[src/rtl/raymarch_result_collector.sv]
// Raymarch result collector: buffers one finished pixel per lane, picks one
// lane per cycle round-robin, and turns it into a frame-buffer write. It also
// tracks frame completion and keeps sticky drop / out-of-range flags.
module raymarch_result_collector #(
  parameter int unsigned WIDTH  = 1280,
  parameter int unsigned HEIGHT = 720,
  parameter int unsigned LANES  = 3,
  parameter int unsigned XW     = $clog2(WIDTH),
  parameter int unsigned YW     = $clog2(HEIGHT),
  parameter int unsigned AW     = $clog2(WIDTH * HEIGHT)
) (
  input  logic                  clk_in,
  input  logic                  rst_in,
  input  logic [LANES-1:0]      px_valid_in,
  input  logic [LANES*XW-1:0]   px_x_in,
  input  logic [LANES*YW-1:0]   px_y_in,
  input  logic [LANES*24-1:0]   px_color_in,
  output logic [LANES-1:0]      lane_ready_out,
  output logic                  wr_en_out,
  output logic [AW-1:0]         wr_addr_out,
  output logic [23:0]           wr_data_out,
  output logic                  frame_done_out,
  output logic [AW:0]           pixels_written_out,
  output logic                  overflow_out,
  output logic                  range_err_out
);

  localparam int unsigned PW  = (LANES > 1) ? $clog2(LANES) : 1;
  localparam int unsigned XW1 = XW + 1;
  localparam int unsigned YW1 = YW + 1;
  localparam int unsigned CW  = AW + 1;
  localparam logic [XW:0]   X_LIM  = XW1'(WIDTH);
  localparam logic [YW:0]   Y_LIM  = YW1'(HEIGHT);
  localparam logic [XW-1:0] X_LAST = XW'(WIDTH - 1);
  localparam logic [YW-1:0] Y_LAST = YW'(HEIGHT - 1);
  localparam logic [PW-1:0] P_LAST = PW'(LANES - 1);

  logic [LANES-1:0] hold_valid;
  logic [XW-1:0]    hold_x [LANES];
  logic [YW-1:0]    hold_y [LANES];
  logic [23:0]      hold_c [LANES];
  logic [PW-1:0]    rr_ptr;

  logic             grant;
  logic [PW-1:0]    gidx;
  logic [XW-1:0]    gx;
  logic [YW-1:0]    gy;
  logic [23:0]      gc;
  logic [PW-1:0]    rr_next;
  logic             in_range;
  logic             last_px;
  logic             wr_now;
  logic [AW-1:0]    addr_calc;
  logic [LANES-1:0] load;
  logic             drop;

  assign lane_ready_out = ~hold_valid;

  // Round-robin pick: first pending lane at or above rr_ptr, else wrap to the lowest
  always_comb begin
    grant = 1'b0;
    gidx  = '0;
    gx    = '0;
    gy    = '0;
    gc    = '0;
    for (int l = 0; l < int'(LANES); l++) begin
      if (!grant && hold_valid[l] && (PW'(l) >= rr_ptr)) begin
        grant = 1'b1;
        gidx  = PW'(l);
        gx    = hold_x[l];
        gy    = hold_y[l];
        gc    = hold_c[l];
      end
    end
    for (int l = 0; l < int'(LANES); l++) begin
      if (!grant && hold_valid[l] && (PW'(l) < rr_ptr)) begin
        grant = 1'b1;
        gidx  = PW'(l);
        gx    = hold_x[l];
        gy    = hold_y[l];
        gc    = hold_c[l];
      end
    end
  end

  // Granted-result decode: range check, last-pixel detect, linear address
  always_comb begin
    rr_next   = (gidx == P_LAST) ? '0 : gidx + 1'b1;
    in_range  = ({1'b0, gx} < X_LIM) && ({1'b0, gy} < Y_LIM);
    last_px   = (gx == X_LAST) && (gy == Y_LAST);
    wr_now    = grant && in_range;
    addr_calc = AW'(gx) + AW'(WIDTH) * AW'(gy);
  end

  // A lane accepts a new result when empty or when it is being drained this edge
  always_comb begin
    load = '0;
    for (int i = 0; i < int'(LANES); i++) begin
      load[i] = px_valid_in[i] && (!hold_valid[i] || (grant && (gidx == PW'(i))));
    end
    drop = |(px_valid_in & ~load);
  end

  // Per-lane hold registers and round-robin pointer
  always_ff @(posedge clk_in or posedge rst_in) begin
    if (rst_in) begin
      hold_valid <= '0;
      rr_ptr     <= '0;
      for (int i = 0; i < int'(LANES); i++) begin
        hold_x[i] <= '0;
        hold_y[i] <= '0;
        hold_c[i] <= '0;
      end
    end else begin
      for (int i = 0; i < int'(LANES); i++) begin
        if (load[i]) begin
          hold_valid[i] <= 1'b1;
          hold_x[i]     <= px_x_in[i*XW +: XW];
          hold_y[i]     <= px_y_in[i*YW +: YW];
          hold_c[i]     <= px_color_in[i*24 +: 24];
        end else if (grant && (gidx == PW'(i))) begin
          hold_valid[i] <= 1'b0;
        end
      end
      if (grant) begin
        rr_ptr <= rr_next;
      end
    end
  end

  // Write port, frame tracking and sticky error flags
  always_ff @(posedge clk_in or posedge rst_in) begin
    if (rst_in) begin
      wr_en_out          <= 1'b0;
      wr_addr_out        <= '0;
      wr_data_out        <= '0;
      frame_done_out     <= 1'b0;
      pixels_written_out <= '0;
      overflow_out       <= 1'b0;
      range_err_out      <= 1'b0;
    end else begin
      wr_en_out      <= wr_now;
      frame_done_out <= wr_now && last_px;
      if (wr_now) begin
        wr_addr_out <= addr_calc;
        wr_data_out <= gc;
      end
      // The closing pixel of a frame is not counted; the count restarts after it
      if (frame_done_out) begin
        pixels_written_out <= (wr_now && !last_px) ? CW'(1) : '0;
      end else if (wr_now && !last_px) begin
        pixels_written_out <= pixels_written_out + CW'(1);
      end
      overflow_out  <= overflow_out | drop;
      range_err_out <= range_err_out | (grant && !in_range);
    end
  end

endmodule

[config.mk]
export PLATFORM = sky130hd
export DESIGN_NAME = raymarch_result_collector
export DESIGN_NICKNAME = d
export VERILOG_FILES = /design/src/rtl/raymarch_result_collector.sv
export SDC_FILE = /design/constraint.sdc
export NUM_CORES = 1
export LEC_CHECK = 0
export CAP_MARGIN = 20
export CORE_MARGIN = 4
export CORE_UTILIZATION = 25
export CTS_BUF_LIST = sky130_fd_sc_hd__clkbuf_4
export DETAILED_ROUTE_END_ITERATION = 10
export GPL_ROUTABILITY_DRIVEN = 1
export GPL_TIMING_DRIVEN = 0
export PLACE_DENSITY = 0.41
export SKIP_CTS_REPAIR_TIMING = 1
export SKIP_LAST_GASP = 1
export SYNTH_ARGS = -nofsm -noshare
export SYNTH_HDL_FRONTEND = slang
export SYNTH_SLANG_ARGS = --single-unit
[constraint.sdc]
create_clock -name clk_in -period 13.65 [get_ports clk_in]
set_input_delay 3.4125 -clock clk_in [delete_from_list [all_inputs] [get_ports clk_in]]
set_output_delay 3.4125 -clock clk_in [all_outputs]
set_load 0.01 [all_outputs]
==> results of run 1 <==
==> logic make-up after synthesis <==
logic type	count (synthesis)	share of synthesized area
buf+inv	70	0.0307
simple gates	144	0.0768
mux	139	0.164
compound gates	176	0.134
flops	209	0.548
xor+xnor	24	0.0220
fa+ha+maj	18	0.0249
==> cells in the mapped netlist, drive strengths merged, types with 2 or more instances <==
master	number	area (um2)
o21bai	2	15.0
and3	5	31.3
xnor2	15	131
xor2	9	78.8
and2	7	43.8
or3	7	43.8
a21o	14	105
o31ai	5	51.3
mux2	138	1550
nor4	3	18.8
a2111oi	3	63.8
a21oi	30	150
a22oi	8	60.1
nand2b	5	31.3
o21ai	56	284
fa	2	40.0
or4	4	30.0
a222oi	34	340
clkbuf	30	113
dfrtp	209	5230
nor2	17	63.8
nand4	4	25.0
nand2	52	195
o221ai	2	17.5
or2	2	15.0
a31oi	6	37.5
a221oi	2	17.5
a32oi	4	35.0
a211oi	2	20.0
ha	15	188
nand3	18	90.1
nor2b	11	76.3
inv	27	101
nor3	4	25.0
nand3b	2	15.0
buf	13	78.8
==> sequential cells by signal, indices dropped and copies added, names as in the netlist <==
signal and flops:
overflow_out 1, frame_done_out 1, pixels_written_out 21, hold_valid 3
hold_c 72, rr_ptr 2, wr_addr_out 20, hold_x 33
hold_y 30, wr_data_out 24, range_err_out 1, wr_en_out 1
==> stage by stage <==
| stage | setup slack (ps) | total power, uW |
|---|---|---|
| 2_1_floorplan | 4530 | 2620 |
| 3_3_place_gp | 806 | 3390 |
| 3_5_place_dp | 7660 | 3410 |
| 4_1_cts | 8260 | 4050 |
| 5_1_grt | 8230 | 4320 |
| 6_report | 8360 | 3960 |
==> power breakdown <==
part / internal (uW) / total (uW) / switching, uW
logic: 993 / 2250 / 1250
clock network: 324 / 609 / 285
registers: 934 / 1100 / 168
==> layout make-up <==
cell class | count | area, um2 | area share
multi-input cells | 501 | 4020 | 0.307
plain buffers | 43 | 191 | 0.0146
inverters | 27 | 109 | 0.00830
clock inverters | 13 | 115 | 0.00878
flip-flops and latches | 209 | 5230 | 0.399
diodes | 7 | 17.5 | 0.00134
clock buffers | 85 | 638 | 0.0487
repair buffers | 214 | 2150 | 0.164
well taps | 511 | 639 | 0.0487
==> tightest hold or removal path: stages (launching register included) <==
cell and delay [ps]:
sky130_fd_sc_hd__dfrtp_1 340, sky130_fd_sc_hd__nand2_1 50, sky130_fd_sc_hd__o21ai_0 60
==> routing by layer <==
| layer | part of all wire | track usage | vias up |
|---|---|---|---|
| met3 | 0.087 | 0.0652 | 67 |
| met5 | 0.0027 | 0 | - |
| li1 | - | - | 3483 |
| met4 | 0.021 | 0.0441 | 14 |
| met2 | 0.46 | 0.247 | 244 |
| met1 | 0.43 | 0.196 | 3695 |
==> worst min path at each step <==
| stage | start | end | slack, ps | cells past startpoint |
|---|---|---|---|---|
| detailed placement | wr_data_out[1] | wr_data_out[1] | 470 | 2 |
| CTS | wr_data_out[1] | wr_data_out[1] | 480 | 2 |
| finish | wr_addr_out[16] | wr_addr_out[16] | 480 | 2 |
| global placement | wr_data_out[5] | wr_data_out[5] | 460 | 2 |
| floorplan | hold_x[13] | hold_x[13] | 470 | 1 |
| global route | wr_data_out[1] | wr_data_out[1] | 500 | 2 |
==> summary.md, run 1 <==
| Metric | Value |
|---|---|
| Core area | `between 30000 and 40000 um2` |
| Pre-antenna DRT Iters | `5` |
| CTS tree | `yes` |
| TritonCTS sink count | `209` |
| Final cell count without fillers | `1610` |
| Area after DPL | `roughly 12000 um2` |
| Post-synth EDFFs | `0` |
| Remaining antenna violation count after routing | `0` |
| Final Core Density | `0.348` |
| Number of port buffers | `211` |
| Final Wtd Congestion | `0.754` |
| Netlist cell types | `62` |
| Fillcell total | `3921` |
| Clock buffer count from CTS | `between 60 and 70` |
| Overflow left after global routing | `0` |
| Share of cells above drive strength 1 | `0.231` |
| Die Height | `203 um` |
| Row count | `71` |
| Worst path bufs/invs | `3` |
| Outcome | `finished, final reports clean` |
| Root Buffer | `sky130_fd_sc_hd__clkbuf_4` |
| Synth Instances | `780` |
| Final design area excluding fillers | `13100 um2` |
| Crit path launch type | `register` |
| Clock latency at the later pin of the worst-skew pair | `between 600 and 700 ps` |
| Critical path required time | `a little over 10000 ps` |
| Half-perimeter wire length after placement | `23.2 mm` |
| Crit path max-delay family | `buffers and inverters` |
| Synth async-reset ratio | `1.00` |
| Largest net degree at the start of global routing | `roughly 110` |
| Total wire length after detailed routing | `32.5 mm` |
| I/O pin cnt | `212` |
| Via count of the first global-routing pass | `between 7000 and 8000` |
| Starting density of the core | `0.253` |
| Slew margin rel. | `0.265` |
| Mapped Nets | `between 900 and 1000` |
| Total global routing track utilization | `0.156` |
| Leak pwr | `roughly 0.0053 uW` |
| Critical setup path kind | `register to output port` |
| Largest stage delay on the critical path | `560 ps` |
| Total negative setup slack | `0 ps` |
| Number of setup violations in the final report | `0` |
| Reg2Reg Setup Slack | `8860 ps` |
| Tightest Hold Check Type | `register to register` |
| Maximum fanout encountered on the critical timing path | `10` |
| Maximum clock insertion buffer count | `3` |
| Power per standard cell area | `302 nW/um2` |
| Synthesis-to-layout area growth | `37.4%` |
| Summed instance area of the synthesized netlist | `9540 um2` |
| Maximum frequency from static timing analysis | `around 0.19 GHz` |
| Final layout net count | `1219` |
| Worst-case clock skew | `75.6 ps` |
| Standard cell with the maximum stage delay on the critical path | `sky130_fd_sc_hd__clkdlybuf4s50_1` |
| Transition time at the pin with the least slew margin | `1100 ps` |
| Critical Path, Cell by Cell | `buf_2, inv_1, clkdlybuf4s50_1` |
| Clock transition at the registers of the reported paths | `roughly 60 ps` |
| RSZ-0062 raised after global routing | `false` |
| H-tree Lvls | `3` |
| Share of the yosys chip area belonging to registers | `0.548` |
| Critical Path Sink | `lane_ready_out[2]` |
| Post-route DRC | `0` |
| Terminus of the critical flop-to-flop path | `wr_addr_out[19]` |
| Final Max Slew Viols | `0` |
| Mean instance size in the synthesized netlist | `12.2 um2` |
| Seq cells post-synth | `209` |
| CP Launch Point | `hold_valid[2]` |
| Number of instances in the placed design | `roughly 1500` |
| Count of routing violations after the opening detailed-route iteration | `~360` |
| Predominant post-synthesis flop cell | `sky130_fd_sc_hd__dfrtp_1` |
| Average via count per standard cell | `4.66` |
| Reg2Reg Launch Point | `hold_valid[0]` |
| Most common cell after layout, fill and taps aside | `sky130_fd_sc_hd__clkdlybuf4s50_1` |
| Maximum Capacitance Violations | `0` |
| Die area | `41400 um2` |
| Worst hold slack after final layout | `478 ps` |
| Leading cell types in the layout, fill and taps excluded | `sky130_fd_sc_hd__clkdlybuf4s50_1 (211), sky130_fd_sc_hd__dfrtp_1 (209), sky130_fd_sc_hd__mux2_2 (137)` |
| Number of warnings reported in the yosys synthesis log | `0` |
| Via count of the routed design | `7503` |
| Shortest period the worst path allows | `5290 ps` |
| Critical Path End Type | `output port` |
| Number of hold violations in the final report | `0` |
| Cell depth of the worst flop-to-flop path | `19` |
| Data arrival time of the critical path | `1880 ps` |
| Floorplan die width | `203 um` |
| Final routed wire length divided by cell count | `20.2 um` |
| First-pass GRT wire length | `49.0 mm` |
| Final Cycle Share | `0.388` |
| Total number of cells along the worst setup path | `3` |
| Worst voltage drop across the vdd grid | `0.116 mV` |
| Initial antenna violation count | `12` |
No activity file was read; power rests on OpenSTA's default activity.
==> run 2, diff against run 1 <==
--- a/config.mk
+++ b/config.mk
@@ -12,7 +12,7 @@
 export DETAILED_ROUTE_END_ITERATION = 10
 export GPL_ROUTABILITY_DRIVEN = 1
 export GPL_TIMING_DRIVEN = 0
-export PLACE_DENSITY = 0.41
+export PLACE_DENSITY = 0.43
 export SKIP_CTS_REPAIR_TIMING = 1
 export SKIP_LAST_GASP = 1
 export SYNTH_ARGS = -nofsm -noshare
==> constraint.sdc (replaced) <==
create_clock -name clk_in -period 4.3 [get_ports clk_in]
set_input_delay 1.075 -clock clk_in [delete_from_list [all_inputs] [get_ports clk_in]]
set_output_delay 1.075 -clock clk_in [all_outputs]
set_load 0.01 [all_outputs]
==> run 2 against run 1 <==
Net effect:
- setup slack got worse by 8100 ps
- count of clock-buffer cells in the layout is 7 higher
- worst hold slack got worse by 4.7 ps
- sequential power grew to 3.2 times the previous value
- cell count rose by 1.7%
- critical path depth increased by 16
- critical path type is now register to register
==> summary.md, run 2 (synthesized netlist as in run 1, its figures left out) <==
| Metric | Value |
|---|---|
| Count of routing violations after the opening detailed-route iteration | `491 (was 363)` |
| Clock transition at the registers of the reported paths | `60 ps (about the same)` |
| Share of cells above drive strength 1 | `0.264 (was 0.231)` |
| Worst hold slack after final layout | `474 ps (was 478 ps)` |
| Final Cycle Share | `0.942` |
| TritonCTS sink count | `209 (unchanged)` |
| Tightest Hold Check Type | `register to register (unchanged)` |
| Portion of total power attributed to combinational logic | `0.587 (was 0.568)` |
| CTS tree | `yes (unchanged)` |
| Floorplan die width | `203 um (unchanged)` |
| Row count | `71 (unchanged)` |
| Flip-flop count of the largest register, all copies and words added | `72 (unchanged)` |
| Leak pwr | `0.00552 uW (was 0.00535 uW)` |
| Die area | `41400 um2 (unchanged)` |
| Share of power burned in registers | `0.269 (was 0.279)` |
| Data arrival time of the critical path | `4630 ps (was 1880 ps)` |
| Pre-antenna DRT Iters | `8 (was 5)` |
| Share of total power in the clock network | `0.144 (was 0.154)` |
| H-tree Lvls | `2 (was 3)` |
| Maximum Capacitance Violations | `0 (unchanged)` |
| Via count of the first global-routing pass | `7991 (was 7869)` |
| Die Height | `203 um (unchanged)` |
| Overflow left after global routing | `0 (unchanged)` |
| Net switching fraction of the power | `0.429 (was 0.431)` |
| Total wire length after detailed routing | `32.2 mm (was 32.5 mm)` |
| Hold Path Depth | `2 (unchanged)` |
| Clock latency at the later pin of the worst-skew pair | `730 ps (was 690 ps)` |
| Most common cell after layout, fill and taps aside | `sky130_fd_sc_hd__clkdlybuf4s50_1 (unchanged)` |
| RSZ-0062 raised after global routing | `true (was false)` |
| Final Core Density | `0.357 (was 0.348)` |
| I/O pin cnt | `212 (unchanged)` |
| Final routed wire length divided by cell count | `19.7 um (was 20.2 um)` |
| Number of setup violations in the final report | `0 (unchanged)` |
| Worst slack at placement | `-529 ps (was 7660 ps)` |
| Final setup margin | `249 ps (was 8360 ps)` |
| Reg2Reg Launch Point | `hold_valid[2] (was hold_valid[0])` |
| Hold path startpoint | `wr_data_out[14] (was wr_addr_out[16])` |
| Maximum fanout encountered on the critical timing path | `10 (unchanged)` |
| Maximum clock insertion buffer count | `3 (unchanged)` |
| Worst path bufs/invs | `3 (unchanged)` |
| Initial antenna violation count | `10 (was 12)` |
| Cell depth of the worst flop-to-flop path | `19 (unchanged)` |
| Largest registers | `hold_c: 72 flops, hold_x: 33 flops, hold_y: 30 flops (unchanged)` |
| Half-perimeter wire length after placement | `23.5 mm (was 23.2 mm)` |
| Critical Path, Cell by Cell | `clkbuf_4, or2_1, a211oi_4, buf_6, a32oi_1, and2_1, inv_1, ha_1, ha_2, fa_2, a21o_1, a21oi_2, o21bai_1, a21oi_2, xnor2_2, nand3_1, nor2_1, xnor2_1, o21ai_0 (was buf_2, inv_1, clkdlybuf4s50_1)` |
| Shortest period the worst path allows | `a little over 4000 ps` |
| Starting density of the core | `0.253 (unchanged)` |
| Largest stage delay on the critical path | `370 ps (was 560 ps)` |
| Transition time at the pin with the least slew margin | `942 ps (was 1100 ps)` |
| Remaining antenna violation count after routing | `0 (unchanged)` |
| Number of hold violations in the final report | `0 (unchanged)` |
| Total global routing track utilization | `0.153 (was 0.156)` |
| Worst voltage drop across the vdd grid | `0.396 mV (was 0.116 mV)` |
| Outcome | `finished, final reports clean (unchanged)` |
| Synthesis-to-layout area growth | `41.0% (was 37.4%)` |
| Slew margin rel. | `0.372 (was 0.265)` |
| Via count of the routed design | `7578 (was 7503)` |
| Largest net degree at the start of global routing | `39 (was 114)` |
| First-pass GRT wire length | `48.8 mm (was 49.0 mm)` |
| Root Buffer | `sky130_fd_sc_hd__clkbuf_4 (unchanged)` |
| Core area | `37700 um2 (unchanged)` |
| Number of port buffers | `211 (unchanged)` |
| Power per standard cell area | `962 nW/um2 (was 302 nW/um2)` |
| Average via count per standard cell | `4.63 (was 4.66)` |
| Final Max Slew Viols | `0 (unchanged)` |
| Post-route DRC | `0 (unchanged)` |
| Total number of cells along the worst setup path | `19 (was 3)` |
| Maximum frequency from static timing analysis | `between 0.2 and 0.25 GHz` |
| CP Launch Point | `hold_valid[2] (unchanged)` |
| Crit path max-delay family | `compound AO/OA/AOI/OAI gates (was buffers and inverters)` |
| Most common cell type on the critical path | `sky130_fd_sc_hd__a21oi_2` |
| Crit path launch type | `register (unchanged)` |
| Critical Path End Type | `register (was output port)` |
| Final Wtd Congestion | `0.767 (was 0.754)` |
| Critical path required time | `4880 ps (was 10240 ps)` |
| Largest register by flop count | `hold_c (unchanged)` |
| Final layout net count | `1236 (was 1219)` |
| Standard cell with the maximum stage delay on the critical path | `sky130_fd_sc_hd__fa_2 (was sky130_fd_sc_hd__clkdlybuf4s50_1)` |
| Switching power | `5550 uW (was 1710 uW)` |
| Worst-case clock skew | `33.7 ps (was 75.6 ps)` |
| Leading cell types in the layout, fill and taps excluded | `sky130_fd_sc_hd__clkdlybuf4s50_1 (211), sky130_fd_sc_hd__dfrtp_1 (209), sky130_fd_sc_hd__mux2_2 (137) (unchanged)` |
| Fillcell total | `3873 (was 3921)` |
| Clock buffer count from CTS | `61 (was 66)` |
| Power Internal | `7380 uW (was 2250 uW)` |
| Critical setup path kind | `register to register (was register to output port)` |
==> run 2: tightest hold or removal path, delay by kind of cell (launching register included) <==
family          cells  cell delay (ps)
compound gates      1               50
flops               1              340
simple gates        1               40
==> run 2: final timing paths <==
check,endpoint,slack (ps)
worst max-delay path,wr_addr_out[19],250
worst min-delay path,wr_data_out[14],470
worst max register to register,wr_addr_out[19],250
worst min register to register,wr_data_out[14],470
max in group asynchronous,wr_addr_out[17],2460
min in group asynchronous,hold_c[2],780
==> run 2: area by class of cell <==
type                    instances  area (um2)  share of cell area
well taps                     511         639              0.0475
diodes                          3        7.51            0.000558
plain buffers                  43         220              0.0164
clock inverters                16        70.1             0.00521
multi-input cells             501        4120               0.306
repair buffers                236        2370               0.177
flip-flops and latches        209        5230               0.389
inverters                      27         105             0.00781
clock buffers                  92         691              0.0513
==> run 2: metrics by stage <==
stage                     TNS, ps  std cells  cell area [um2]  total power, uW
after CTS                   -3070       1618            13200            12800
after floorplan                 0        780             9550             8330
after detailed placement    -2610       1510            12400            10800
final                           0       1638            13500            12900
after global routing        -56.6       1636            13400            14200
after global placement    -324050       1502            12300            10800
==> run 2: metal layers <==
| layer | global-route usage | vias up | wire (um) |
|---|---|---|---|
| li1 | - | 3525 | - |
| met1 | 0.192 | 3707 | 13700 |
| met2 | 0.247 | 261 | 14900 |
| met3 | 0.0615 | 69 | 2910 |
| met4 | 0.0381 | 16 | 625 |
| met5 | 0 | - | 116 |
==> run 2: power groups by stage <==
stage,combinational (uW),clock [uW],sequential [uW]
floorplan,4870,0,3460
global placement,7260,0,3500
detailed placement,7320,0,3510
CTS,7350,1970,3480
global route,8520,2060,3580
finish,7590,1870,3480
